$ cat config.mk
export PLATFORM = sky130hd
export DESIGN_NAME = id_ex_reg
export DESIGN_NICKNAME = d
export VERILOG_FILES = /design/src/rtl/id_ex_reg.sv
export SDC_FILE = /design/constraint.sdc
export NUM_CORES = 1
export LEC_CHECK = 0
export BUFFER_PORTS_ARGS = -buffer_cell sky130_fd_sc_hd__buf_2
export CORE_AREA = 4 4 143 145
export CTS_BUF_LIST = sky130_fd_sc_hd__clkbuf_4 sky130_fd_sc_hd__clkbuf_8
export DETAILED_ROUTE_END_ITERATION = 7
export DIE_AREA = 0 0 147 149
export GPL_TIMING_DRIVEN = 1
export PLACE_DENSITY = 0.74
export SLEW_MARGIN = 0
export SYNTH_ARGS = -nofsm -noshare
export SYNTH_HDL_FRONTEND = slang
export SYNTH_SLANG_ARGS = --single-unit
export TNS_END_PERCENT = 1
$ cat constraint.sdc
create_clock -name i_clk -period 1.5 [get_ports i_clk]
set_clock_uncertainty 0.05 [all_clocks]
set_input_delay 0.15 -clock i_clk [delete_from_list [all_inputs] [get_ports i_clk]]
set_output_delay 0.15 -clock i_clk [all_outputs]
set_load 0.05 [all_outputs]
$ cat src/rtl/id_ex_reg.sv
// ID/EX pipeline register. It captures the decoded control bundle and the operands, and it
// injects NOP bubbles on stall or flush. It also keeps a saturating count of the bubbles.
module id_ex_reg #(
    parameter int unsigned DATA_W     = 32,
    parameter int unsigned REG_ADDR_W = 5,
    parameter int unsigned CNT_W      = 16
) (
    input  logic                  i_clk,
    input  logic                  i_rst_n,
    input  logic                  i_enable,
    input  logic                  i_flush,
    input  logic                  i_bubble,
    input  logic                  i_valid,
    input  logic                  i_reg_dst,
    input  logic [1:0]            i_alu_src_a,
    input  logic                  i_alu_src_b,
    input  logic                  i_mem_read,
    input  logic                  i_mem_write,
    input  logic                  i_mem_to_reg,
    input  logic                  i_reg_write,
    input  logic [2:0]            i_branch_type,
    input  logic [DATA_W-1:0]     i_pc_plus_4,
    input  logic [DATA_W-1:0]     i_rs_data,
    input  logic [DATA_W-1:0]     i_rt_data,
    input  logic [DATA_W-1:0]     i_imm_ext,
    input  logic [REG_ADDR_W-1:0] i_rs,
    input  logic [REG_ADDR_W-1:0] i_rt,
    input  logic [REG_ADDR_W-1:0] i_rd,
    input  logic [4:0]            i_shamt,
    input  logic [5:0]            i_funct,
    input  logic [5:0]            i_opcode,
    output logic                  o_valid,
    output logic                  o_reg_dst,
    output logic [1:0]            o_alu_src_a,
    output logic                  o_alu_src_b,
    output logic                  o_mem_read,
    output logic                  o_mem_write,
    output logic                  o_mem_to_reg,
    output logic                  o_reg_write,
    output logic [2:0]            o_branch_type,
    output logic [DATA_W-1:0]     o_pc_plus_4,
    output logic [DATA_W-1:0]     o_rs_data,
    output logic [DATA_W-1:0]     o_rt_data,
    output logic [DATA_W-1:0]     o_imm_ext,
    output logic [REG_ADDR_W-1:0] o_rs,
    output logic [REG_ADDR_W-1:0] o_rt,
    output logic [REG_ADDR_W-1:0] o_rd,
    output logic [4:0]            o_shamt,
    output logic [5:0]            o_funct,
    output logic [5:0]            o_opcode,
    output logic [REG_ADDR_W-1:0] o_write_reg,
    output logic [CNT_W-1:0]      o_bubble_cnt
);

    logic                  squash;
    logic [REG_ADDR_W-1:0] write_reg_d;
    logic [CNT_W-1:0]      bubble_cnt_d;

    always_comb begin
        squash       = i_flush | i_bubble;
        write_reg_d  = i_reg_dst ? i_rd : i_rt;
        bubble_cnt_d = (o_bubble_cnt == {CNT_W{1'b1}}) ? o_bubble_cnt
                                                        : o_bubble_cnt + 1'b1;
    end

    always_ff @(posedge i_clk or negedge i_rst_n) begin
        if (!i_rst_n) begin
            o_valid       <= 1'b0;
            o_reg_dst     <= 1'b0;
            o_alu_src_a   <= '0;
            o_alu_src_b   <= 1'b0;
            o_mem_read    <= 1'b0;
            o_mem_write   <= 1'b0;
            o_mem_to_reg  <= 1'b0;
            o_reg_write   <= 1'b0;
            o_branch_type <= '0;
            o_pc_plus_4   <= '0;
            o_rs_data     <= '0;
            o_rt_data     <= '0;
            o_imm_ext     <= '0;
            o_rs          <= '0;
            o_rt          <= '0;
            o_rd          <= '0;
            o_shamt       <= '0;
            o_funct       <= '0;
            o_opcode      <= '0;
            o_write_reg   <= '0;
            o_bubble_cnt  <= '0;
        end else if (i_enable) begin
            if (squash) begin
                // Clear the indices too, so that EX forwarding never matches a bubble.
                o_valid       <= 1'b0;
                o_reg_dst     <= 1'b0;
                o_alu_src_a   <= '0;
                o_alu_src_b   <= 1'b0;
                o_mem_read    <= 1'b0;
                o_mem_write   <= 1'b0;
                o_mem_to_reg  <= 1'b0;
                o_reg_write   <= 1'b0;
                o_branch_type <= '0;
                o_pc_plus_4   <= '0;
                o_rs_data     <= '0;
                o_rt_data     <= '0;
                o_imm_ext     <= '0;
                o_rs          <= '0;
                o_rt          <= '0;
                o_rd          <= '0;
                o_shamt       <= '0;
                o_funct       <= '0;
                o_opcode      <= '0;
                o_write_reg   <= '0;
                o_bubble_cnt  <= bubble_cnt_d;
            end else begin
                o_valid       <= i_valid;
                o_reg_dst     <= i_reg_dst;
                o_alu_src_a   <= i_alu_src_a;
                o_alu_src_b   <= i_alu_src_b;
                o_mem_read    <= i_mem_read;
                o_mem_write   <= i_mem_write & i_valid;
                o_mem_to_reg  <= i_mem_to_reg;
                o_reg_write   <= i_reg_write & i_valid;
                o_branch_type <= i_branch_type;
                o_pc_plus_4   <= i_pc_plus_4;
                o_rs_data     <= i_rs_data;
                o_rt_data     <= i_rt_data;
                o_imm_ext     <= i_imm_ext;
                o_rs          <= i_rs;
                o_rt          <= i_rt;
                o_rd          <= i_rd;
                o_shamt       <= i_shamt;
                o_funct       <= i_funct;
                o_opcode      <= i_opcode;
                o_write_reg   <= write_reg_d;
            end
        end
    end

endmodule

==> metrics list, run 1 <==
- Result of the run: complete, but fails checks
- The final reports fail on setup timing.
* Final layout net count: 1,561
- Yosys top cell by area: dfrtp_1
- The first detailed-routing pass ran for 4 iterations.
* Most common library cell in the layout ignoring fill and taps: buf_2
- Area of the core: 19,210 um2
- Initial cell density of the core: 0.3996
- Unrepaired setup endpoints after global routing: yes
* Die Width: 147 um
* DRC: 0
- Routability-driven placement finished with a final weighted congestion of 0.8261.
* Switching part of the total: 0.3501
* Critical path data required time: 1.82 ns
* Number of distinct library cell variants in the gate-level netlist after synthesis: 28
- Top area cells in the synthesized netlist: dfrtp_1 63%, o21ai_0 11%, inv_1 8.7%
* Clock buffers created by TritonCTS: 17
- The synthesized design contains 193 register bits.
- Cell Rows: 51
- In this run the worst path has a maximum fanout of 5.
* Critical Path Start Type: flip-flop
- 370 I/O pins were placed.
- Aggregate global-route resource usage: 0.2418
* Worst setup EP type: flip-flop
- In the final layout, the share of cells above drive strength 1 is 0.3386.
- Worst Path Class, Setup: reg2reg
- At the worst endpoint, the arrival time is 1.87 ns.
- No sink is reached through more buffers than the 2 on the longest clock path.
* Total setup violations reported at the end of the flow: 13
- The number of antenna violations at the first check in global routing is 1.
- Clock power frac: 0.275
* Drt initial violations: 420
* Warnings from Yosys: 0
* Pint: 8.237 mW
* Measured slew at the worst slew-check pin: 0.4797 ns
- Via count of the first global-routing pass: 8,185
- The share of total power dissipated in sequential elements is 0.461.
- Share of the cycle needed by the critical path after routing: 1.036
- Switching power: 4.437 mW
- Total standard cell area after synthesis: 7675 um2
- TritonCTS built the clock tree.
- Synthesis produced a netlist with a net count of 1,001.
- Final count of hold timing violations: 0
- Based on the critical path, the design can be clocked at up to 643.3 MHz.
* Minimum setup slack in the final design: -0.05451 ns
- Measured along the y axis, the die boundary spans 149 um.
- The share of total power dissipated in combinational logic is 0.264.
- Leakage power of the design: 6.313 nW
- The die covers 21,900 um2.
- Headroom to the max-slew limit came out at 0.6768.
- The tightest min-delay check is of the in2reg type.
- After clock tree synthesis, the clock-pin slew on the worst setup and hold paths is 0.10 ns.
- Clock tree synthesis selected as its root buffer the cell clkbuf_8.
* Met1 Usage GRT: 0.2867
- Synthesis produced a netlist whose cell count is 823.
- Final Instance Area: 12,360 um2
- For met2 alone, demand over resource in global routing was 0.4176.
- Peak supply drop: 0.0007976 V
- Detailed placement HPWL: 16.45 mm
- Area added between synthesis and finish: 61.05%
* PwrDens: 1025 nW/um2
* Placed standard-cell area: 10,160 um2
* Most congested layer reported by global routing: met2
- Global route overflow: 0
- Clock period minus worst slack: 1.555 ns
- Count of buffers from port buffering: 369
- Summed over all layers, the routed wires come to 26.83 mm.
* Largest net degree at the start of global routing: 103
- Summing over every cut layer, the via total after detailed routing is 7,766.
- The number of max-slew violations in the final report is 0.
- The first global-routing pass estimated 42.40 mm of wire.
- Mean instance size in the synthesized netlist: 9.325 um2
- The design draws 12.67 mW.
- Of the post-synthesis cell area, the dominant cell type holds 0.6293.
* Most used cells in the layout excluding fill and tap cells: 365 x buf_2, 178 x inv_1, 178 x dfrtp_1, 175 x nand2_1
- CTS sink count: 193
- OpenSTA, run right after detailed placement, puts the worst setup slack at -0.09520 ns.
- In the global route stage, met3 resource usage came out at 0.05652.
- H-tree depth reported by CTS: 4
- Sequential element share of the synthesized area: 0.6293
- In this run the remaining antenna-violating nets after routing total 0.
- Using the TritonRoute via totals, the vias-per-cell ratio works out to 4.678.
- The tool flagged a number of max-cap violations equal to 0.
- For this run, the share of the core covered by cells in the final layout is 0.6435.
* Clock Latency Late Sink: 0.45 ns
* Avg WL per Cell: 16.16 um
==> routing by layer <==
metal | vias to the layer above | share of wire
met5 | - | 0
met4 | 0 | 0.044
met3 | 90 | 0.067
met2 | 349 | 0.51
met1 | 3679 | 0.38
li1 | 3648 | -
==> critical path, stage by stage (launching register included) <==
cell	delay [ns]
dfrtp_2	0.40
ha_4	0.14
nand3_4	0.11
or4_4	0.55
nand3b_1	0.11
xnor2_1	0.11
==> cells in the mapped netlist (all sizes together) <==
cell and instances:
dfrtp 193, inv 178, nand2 175, o21ai 175, clkbuf 26, buf 14, xor2 12, nand4 9
nor3 7, nor4 6, mux2i 5, o22ai 5, nor2 4, nand3 3, xnor2 2, and2 1
ha 1, mux2 1, nand3b 1, nor3b 1, o211ai 1, or2 1, or3 1, or4 1
==> repair_timing <==
item                                   4_1_cts  5_1_grt
setup buffers                                1        4
endpoints found under the hold margin      366        0
cloned                                       0        0
pin swaps                                    7        4
gates resized for setup                      5        6
hold buffers                               173        0
setup endpoints to repair                   16       17
==> cell type report <==
type / instances / area [um2]
timing repair buffer: 581 / 4013
tap: 265 / 331.6
sequential: 193 / 4848
clock inverter: 12 / 150.1
clock buffer: 18 / 247.7
fill: 1407 / 6847
multi-input combinational: 412 / 2100
inverter: 178 / 668.1
antenna: 1 / 2.502
==> metrics by stage <==
step / hold slack [ns] / TNS (ns) / std cells
after global placement: 0.05900 / -0.2640 / 1451
final: 0.08337 / -0.3983 / 1660
after CTS: 0.04486 / -0.5505 / 1655
after global routing: 0.07147 / -1.455 / 1660
after detailed placement: 0.06355 / -0.7471 / 1451
after floorplan: -0.1956 / -3.033 / 823
==> kinds of logic after synthesis <==
family	count (synthesis)	share of synthesized area
mux	6	0.007988
flops	193	0.6293
buf+inv	218	0.1089
simple gates	210	0.1171
xor+xnor	14	0.01598
fa+ha+maj	1	0.001630
compound gates	181	0.1192
==> path summary, 6_finish.rpt <==
kind	startpoint	end	slack [ns]	cells past startpoint
setup / recovery	o_bubble_cnt[1]$_DFFE_PN0P_	o_bubble_cnt[15]$_DFFE_PN0P_	-0.05	5
hold / removal	i_reg_dst	o_reg_dst$_DFFE_PN0P_	0.08	3
setup reg to reg	o_bubble_cnt[1]$_DFFE_PN0P_	o_bubble_cnt[15]$_DFFE_PN0P_	-0.05	5
hold reg to reg	o_bubble_cnt[4]$_DFFE_PN0P_	o_bubble_cnt[4]$_DFFE_PN0P_	0.46	1
max in group asynchronous	i_rst_n	o_rs_data[2]$_DFFE_PN0P_	0.70	3
min in group asynchronous	i_rst_n	o_imm_ext[5]$_DFFE_PN0P_	0.13	2
==> power by group through the flow <==
stage / sequential (mW) / clock, mW / combinational (mW)
final: 5.84 / 3.49 / 3.35
after global routing: 5.88 / 3.79 / 3.55
after CTS: 5.84 / 3.64 / 3.26
after detailed placement: 5.94 / 0 / 2.90
after global placement: 5.92 / 0 / 2.86
after floorplan: 7.24 / 0 / 0.496
Power figures use the tool's default switching activity.
==> run 2, diff against run 1 <==
--- a/config.mk
+++ b/config.mk
@@ -6,12 +6,14 @@
 export NUM_CORES = 1
 export LEC_CHECK = 0
 export BUFFER_PORTS_ARGS = -buffer_cell sky130_fd_sc_hd__buf_2
-export CORE_AREA = 4 4 143 145
+export CELL_PAD_IN_SITES_DETAIL_PLACEMENT = 0
+export CELL_PAD_IN_SITES_GLOBAL_PLACEMENT = 1
+export CORE_MARGIN = 4
+export CORE_UTILIZATION = 31
 export CTS_BUF_LIST = sky130_fd_sc_hd__clkbuf_4 sky130_fd_sc_hd__clkbuf_8
 export DETAILED_ROUTE_END_ITERATION = 7
-export DIE_AREA = 0 0 147 149
 export GPL_TIMING_DRIVEN = 1
-export PLACE_DENSITY = 0.74
+export PLACE_DENSITY = 0.78
 export SLEW_MARGIN = 0
 export SYNTH_ARGS = -nofsm -noshare
 export SYNTH_HDL_FRONTEND = slang
==> metrics list, run 2 (synthesis results as in run 1) <==
* Clock Latency Late Sink: 0.45 ns (about the same)
- The worst relative slew slack was 0.5289 (-0.1479).
* GP Congestion: 0.7920 (-4.1%)
* Largest net degree at the start of global routing: 79 (-23%)
- Final total negative setup slack: -0.2159 ns (+0.1823 ns)
- Worst setup EP type: flip-flop
- The checks that failed: setup timing.
- The ratio of cells with drive above 1 in the final layout is 0.3362 (-0.002393).
* Post-detailed-routing wire length: 25.46 mm (-5.1%)
- Global route overflow: 0 (unchanged)
- The static leakage came to 6.321 nW (+0.11%).
- The worst setup path is launched from a flip-flop.
- Antenna fix cells: 0 (-1)
- The final count of hold timing violations came to 0 (unchanged).
* Avg WL per Cell: 14.81 um (-8.4%)
- Unrepaired setup endpoints after global routing: yes
- CTS sink count: 193 (unchanged)
- The area growth from synthesis to layout is 62.18%.
- The die outline area was 27,340 um2 (+25%).
* Result of the run: complete, but fails checks
- Worst path bufs/invs: 1 (+1)
- For this design, the slowest cell found on the critical path is dfrtp_2.
- The maximum fanout along the worst path is 5 (unchanged).
- Die Y-Extent: 165.3 um (+11%)
* Share of the core filled with cells in the final layout: 0.5118 (-0.1317)
* Cell Rows: 57 (+12%)
* Number of buffers between clock root and the deepest sink: 2 (unchanged)
- The number of nets in the finished design came to 1,561 (unchanged).
- Peak supply drop: 0.0009530 V (+19%)
* Hold WC Path Type: in2reg
- The number of inserted filler cells in the final layout came to 2,259 (+61%).
* Worst hold margin: 0.06846 ns (-0.01490 ns)
* CTS root buffer: clkbuf_8
- The critical path's largest stage delay was 0.40 ns (-0.15 ns).
* Overall via count from detail_route: 7,460 (-3.9%)
* Clock period minus worst slack: 1.578 ns (+0.02305 ns)
* Max capacitance violation total: 0 (unchanged)
- Register clock-pin slew on the reported worst setup and hold paths: 0.11 ns (about the same)
- PwrDens: 1008 nW/um2 (-1.7%)
- The die width is 165.3 um (+12%).
- The residual DRC count came to 0 (unchanged).
* Initial cell density of the core: 0.3156 (-0.08400)
- Worst Path Class, Setup: reg2reg
* Count of buffers from port buffering: 369 (unchanged)
- The kind of cell with the highest combined delay along the critical path is simple AND/OR/NAND/NOR gates.
- TritonCTS built the clock tree.
- The aggregate global-route resource usage is 0.1835 (-0.05833).
- Most common library cell in the layout ignoring fill and taps: buf_2
- Highest clock rate: 633.9 MHz (-1.5%)
* Measured slew at the worst slew-check pin: 0.7066 ns (+0.2269 ns)
* Number of nets with antenna violations after routing: 0 (unchanged)
- The count of routing violations after the opening detailed-route iteration came to 465 (+11%).
- The floorplan core area was 24,320 um2 (+27%).
- The via count of the first global-routing pass is 7,586 (-7.3%).
* Detailed placement HPWL: 17.33 mm (+5.4%)
* Number of pins exceeding their max-slew limit in the final report: 0 (unchanged)
- The critical path goes through ha_4 -> nand3_4 -> nor4_4 -> buf_6 -> nor2_4 -> mux2_2.
* Share of the cycle needed by the critical path after routing: 1.052 (+0.01536)
- Number of antenna violations at the first check in global routing: 0 (-1)
- The number of optimization iterations in the first detailed-route pass came to 4 (unchanged).
- Leaving out fill and tap cells, the most frequent cells in the layout are 358 x buf_2, 178 x inv_1, 178 x dfrtp_1, 175 x nand2_1, 175 x o21ai_0.
* Global-route wire length before repair: 39.52 mm (-6.8%)
- The via count normalized by instance count is 4.340 (-7.2%).
- The final count of negative-setup-slack endpoints is 8 (-5).
- Number of placed I/O pins: 370 (unchanged)
* Critical path data required time: 1.80 ns (-0.02 ns)
* Clock buffers created by TritonCTS: 17 (unchanged)
* Minimum setup slack in the final design: -0.07756 ns (-0.02305 ns)
- The data arrival time of the critical path came to 1.87 ns (about the same).
- H-tree depth reported by CTS: 4 (unchanged)
## run 2: power by group
group,internal (mW),switching [mW],total [mW]
Sequential,5.58,0.266,5.84
Combinational,1.08,2.19,3.28
Clock,1.42,2.00,3.43
Total,8.08,4.46,12.5
## run 2: metal layers
metal / global-route usage / vias up / wire [um]
met5: 0 / - / 0
met4: 0.08099 / 0 / 952
li1: - / 3637 / -
met1: 0.2162 / 3522 / 10040
met2: 0.3177 / 240 / 12830
met3: 0.04517 / 61 / 1638
## run 2: tightest hold or removal path, delay by kind of cell
family,cells,cell delay [ns]
AOI/OAI and AO/OA,1,0.10
buffers and inverters,2,0.29
## run 2: cell type report
type / count / area [um2] / share of cell area
sequential: 193 / 4848 / 0.3895
multi-input combinational: 412 / 2105 / 0.1691
tap: 324 / 405.4 / 0.03257
inverter: 178 / 668.1 / 0.05368
timing repair buffer: 581 / 4030 / 0.3238
clock inverter: 13 / 142.6 / 0.01146
clock buffer: 18 / 247.7 / 0.01990
## run 2: path summary, 6_finish.rpt
| check | startpoint | endpoint | slack (ns) | depth (start not counted) |
|---|---|---|---|---|
| max | o_bubble_cnt[0]$_DFFE_PN0P_ | o_bubble_cnt[1]$_DFFE_PN0P_ | -0.08 | 6 |
| min | i_enable | o_alu_src_a[0]$_DFFE_PN0P_ | 0.07 | 3 |
| max reg2reg | o_bubble_cnt[0]$_DFFE_PN0P_ | o_bubble_cnt[1]$_DFFE_PN0P_ | -0.08 | 6 |
| min reg2reg | o_bubble_cnt[4]$_DFFE_PN0P_ | o_bubble_cnt[4]$_DFFE_PN0P_ | 0.45 | 1 |
| max in group asynchronous | i_rst_n | o_reg_dst$_DFFE_PN0P_ | 0.66 | 3 |
| min in group asynchronous | i_rst_n | o_pc_plus_4[10]$_DFFE_PN0P_ | 0.13 | 2 |
## run 2: timing repair
action | 4_1_cts | 5_1_grt
resized for setup | 7 | 21
endpoints found under the hold margin | 370 | 0
pin swaps | 10 | 2
setup buffers | 3 | 0
hold buffers | 174 | 0
endpoints found under the setup margin | 13 | 23
## run 2: stage by stage
| stage | instances | worst slack (ns) | power [mW] | area, um2 |
|---|---|---|---|---|
| floorplan | 823 | -0.2475 | 7.737 | 7755 |
| global placement | 1511 | -0.06725 | 8.766 | 10220 |
| detailed placement | 1511 | -0.09590 | 8.802 | 10220 |
| CTS | 1719 | -0.03698 | 12.70 | 12410 |
| global route | 1719 | -0.1486 | 13.21 | 12450 |
| finish | 1719 | -0.07756 | 12.55 | 12450 |
==> run 3, diff against run 2 <==
--- a/config.mk
+++ b/config.mk
@@ -14,6 +14,7 @@
 export DETAILED_ROUTE_END_ITERATION = 7
 export GPL_TIMING_DRIVEN = 1
 export PLACE_DENSITY = 0.78
+export RECOVER_POWER = 25
 export SLEW_MARGIN = 0
 export SYNTH_ARGS = -nofsm -noshare
 export SYNTH_HDL_FRONTEND = slang
==> metrics list, run 3 (synthesis results as in run 1) <==
* Result of the run: complete, but fails checks
- The checks that failed: setup timing.
- The reported max-cap violation count is 0 (unchanged).
- Setup crit start: o_bubble_cnt[0]$_DFFE_PN0P_
- Critical Path Start Type: flip-flop
- CTS sink count: 193 (unchanged)
* Share of the cycle needed by the critical path after routing: 1.051 (about the same)
- Highest clock rate: 634.4 MHz (about the same)
- Share of the core filled with cells in the final layout: 0.5081 (-0.003704)
- The slew at the pin with the worst max-slew slack was 1.115 ns (+0.4086 ns).
- Cell depth of the worst flop-to-flop path: 6 (unchanged)
- Final Instance Area: 12,360 um2 (-0.72%)
- The number of input and output port buffers inserted came to 369 (unchanged).
- Number of antenna violations at the first check in global routing: 0 (unchanged)
* Minimum setup slack in the final design: -0.07635 ns (+0.001211 ns)
- The ratio of cells with drive above 1 in the final layout was 0.3341 (-0.002151).
* Post-detailed-routing wire length: 25.53 mm (+0.27%)
* Global-route wire length before repair: 39.52 mm (unchanged)
* Hold WC Path Type: in2reg
* H-tree depth reported by CTS: 4 (unchanged)
* CTS root buffer: clkbuf_8
* Placed standard-cell area: 10,220 um2 (unchanged)
- The aggregate global-route resource usage came to 0.1835 (unchanged).
- End of the critical path: o_bubble_cnt[1]$_DFFE_PN0P_
* Avg WL per Cell: 14.85 um (+0.27%)
- The residual antenna-violating net count after detailed routing came to 0 (unchanged).
- The post-place setup slack came to -0.09590 ns (unchanged).
- Initial cell density of the core: 0.3156 (unchanged)
* Worst Path Class, Setup: reg2reg
* List of cells traversed by the critical path: ha_4 -> nand3_4 -> nor4_4 -> buf_6 -> nor2_4 -> mux2_2
* Number of pins exceeding their max-slew limit in the final report: 0 (unchanged)
* Crit Reg-Reg Endpoint: o_bubble_cnt[1]$_DFFE_PN0P_
- Highest net fanout along the worst path: 5 (unchanged)
- Clock Latency Late Sink: 0.45 ns (about the same)
* Overall power after layout: 12.52 mW (-0.19%)
- Most common library cell in the layout ignoring fill and taps: buf_2
* Register clock-pin slew on the reported worst setup and hold paths: 0.11 ns (about the same)
* Most used cells in the layout excluding fill and tap cells: 358 x buf_2, 178 x inv_1, 178 x dfrtp_1, 175 x nand2_1, 175 x o21ai_0
* DRC: 0 (unchanged)
- The number of nets in the finished design is 1,561 (unchanged).
- The worst supply voltage drop on vdd came to 0.0009488 V (-0.44%).
- The total grt overflow was 0 (unchanged).
- The area growth from synthesis to layout is 61.00%.
* GP Congestion: 0.7920 (unchanged)
* Clock buffers created by TritonCTS: 17 (unchanged)
* Number of placed I/O pins: 370 (unchanged)
- The count of routing violations after the opening detailed-route iteration came to 461 (-0.86%).
- Worst setup EP type: flip-flop
- Drt via density: 4.347 (+0.16%)
* Largest net degree at the start of global routing: 79 (unchanged)
- Arrival time of data at the critical path endpoint: 1.88 ns (about the same)
- PwrDens: 1014 nW/um2 (+0.54%)
- The static leakage was 6.286 nW (-0.55%).
* Drt pass-1 iters: 4 (unchanged)
* Area of the core: 24,320 um2 (unchanged)
- Floorplan die area: 27,340 um2 (unchanged)
- The placed wire-length estimate was 17.33 mm (unchanged).
* CTS tree: done
- Final count of hold timing violations: 0 (unchanged)
- Die Width: 165.3 um (unchanged)
- The total number of vias came to 7,472 (+0.16%).
- Register-to-register setup slack: -0.08 ns (about the same)
* Launch instance of the worst register-to-register path: o_bubble_cnt[0]$_DFFE_PN0P_
* Clock period minus worst slack: 1.576 ns (-0.001211 ns)
* Number of buffers between clock root and the deepest sink: 2 (unchanged)
- Slew headroom: 0.2565 (-0.2724)
- Final total negative setup slack: -0.2339 ns (-0.01798 ns)
* Via count of the first global-routing pass: 7,586 (unchanged)
* Cell Rows: 57 (unchanged)
- Die Y-Extent: 165.3 um (unchanged)
- Setup repair after global routing could not meet its margin everywhere.
- Antenna fix cells: 0 (unchanged)
- Stage delay of the slowest cell on the critical path: 0.40 ns (about the same)
* Critical path data required time: 1.80 ns (about the same)
- The final count of negative-setup-slack endpoints is 9 (+1).
- The slowest stage of the critical path is the dfrtp_2 cell.
run 3: cell count changes in the layout (fill, tap and decap cells not counted), sizes merged:
cell    previous run  this run
clkbuf            20        27
buf              405       398
run 3: metrics by stage:
stage,std cells,hold slack [ns]
after CTS,1719,0.02348
after global routing,1719,0.1242
after detailed placement,1511,0.05906
final,1719,0.1393
after global placement,1511,0.04947
after floorplan,823,-0.1956
run 3: final cells by class:
cell class	count	area, um2
clock buffers	18	247.7
clock inverters	13	142.6
fillers	2270	11960
inverters	178	668.1
multi-input cells	412	2102
flip-flops and latches	193	4848
well taps	324	405.4
repair buffers	581	3943
run 3: worst max-delay path: cells and delay by family (launching register included):
kind          cells  cell delay [ns]
simple gates      3             0.42
fa+ha+maj         1             0.15
flops             1             0.40
buf+inv           1             0.17
mux               1             0.28
run 3: repair_timing:
action	4_1_cts	5_1_grt
gates resized for setup	7	21
pin swaps	10	2
gates cloned	0	0
hold endpoints to repair	370	0
endpoints found under the setup margin	13	23
setup buffers	3	0
hold buffers	174	0
run 3: report_power, final:
group | internal, mW | leakage, nW | switching [mW]
registers | 5.58 | 2.58 | 0.265
clock network | 1.42 | 0.194 | 2.01
logic | 1.06 | 3.52 | 2.19
run 3: how the worst min path moves through the flow:
stage                  start                          end  cells past startpoint
CTS                 i_enable      o_opcode[2]$_DFFE_PN0P_                      3
detailed placement   i_rst_n  o_pc_plus_4[10]$_DFFE_PN0P_                      1
floorplan            i_rst_n   o_alu_src_a[0]$_DFFE_PN0P_                      0
global route         i_flush  o_bubble_cnt[0]$_DFFE_PN0P_                      4
finish               i_flush  o_bubble_cnt[0]$_DFFE_PN0P_                      4
global placement     i_rst_n  o_pc_plus_4[10]$_DFFE_PN0P_                      1
run 3: routing by layer:
layer  up-vias  track usage  share of wire
met5         -            0              0
met4         0      0.08099          0.037
met3        61      0.04517          0.063
met2       247       0.3177           0.50
met1      3523       0.2162           0.40
li1       3641            -              -
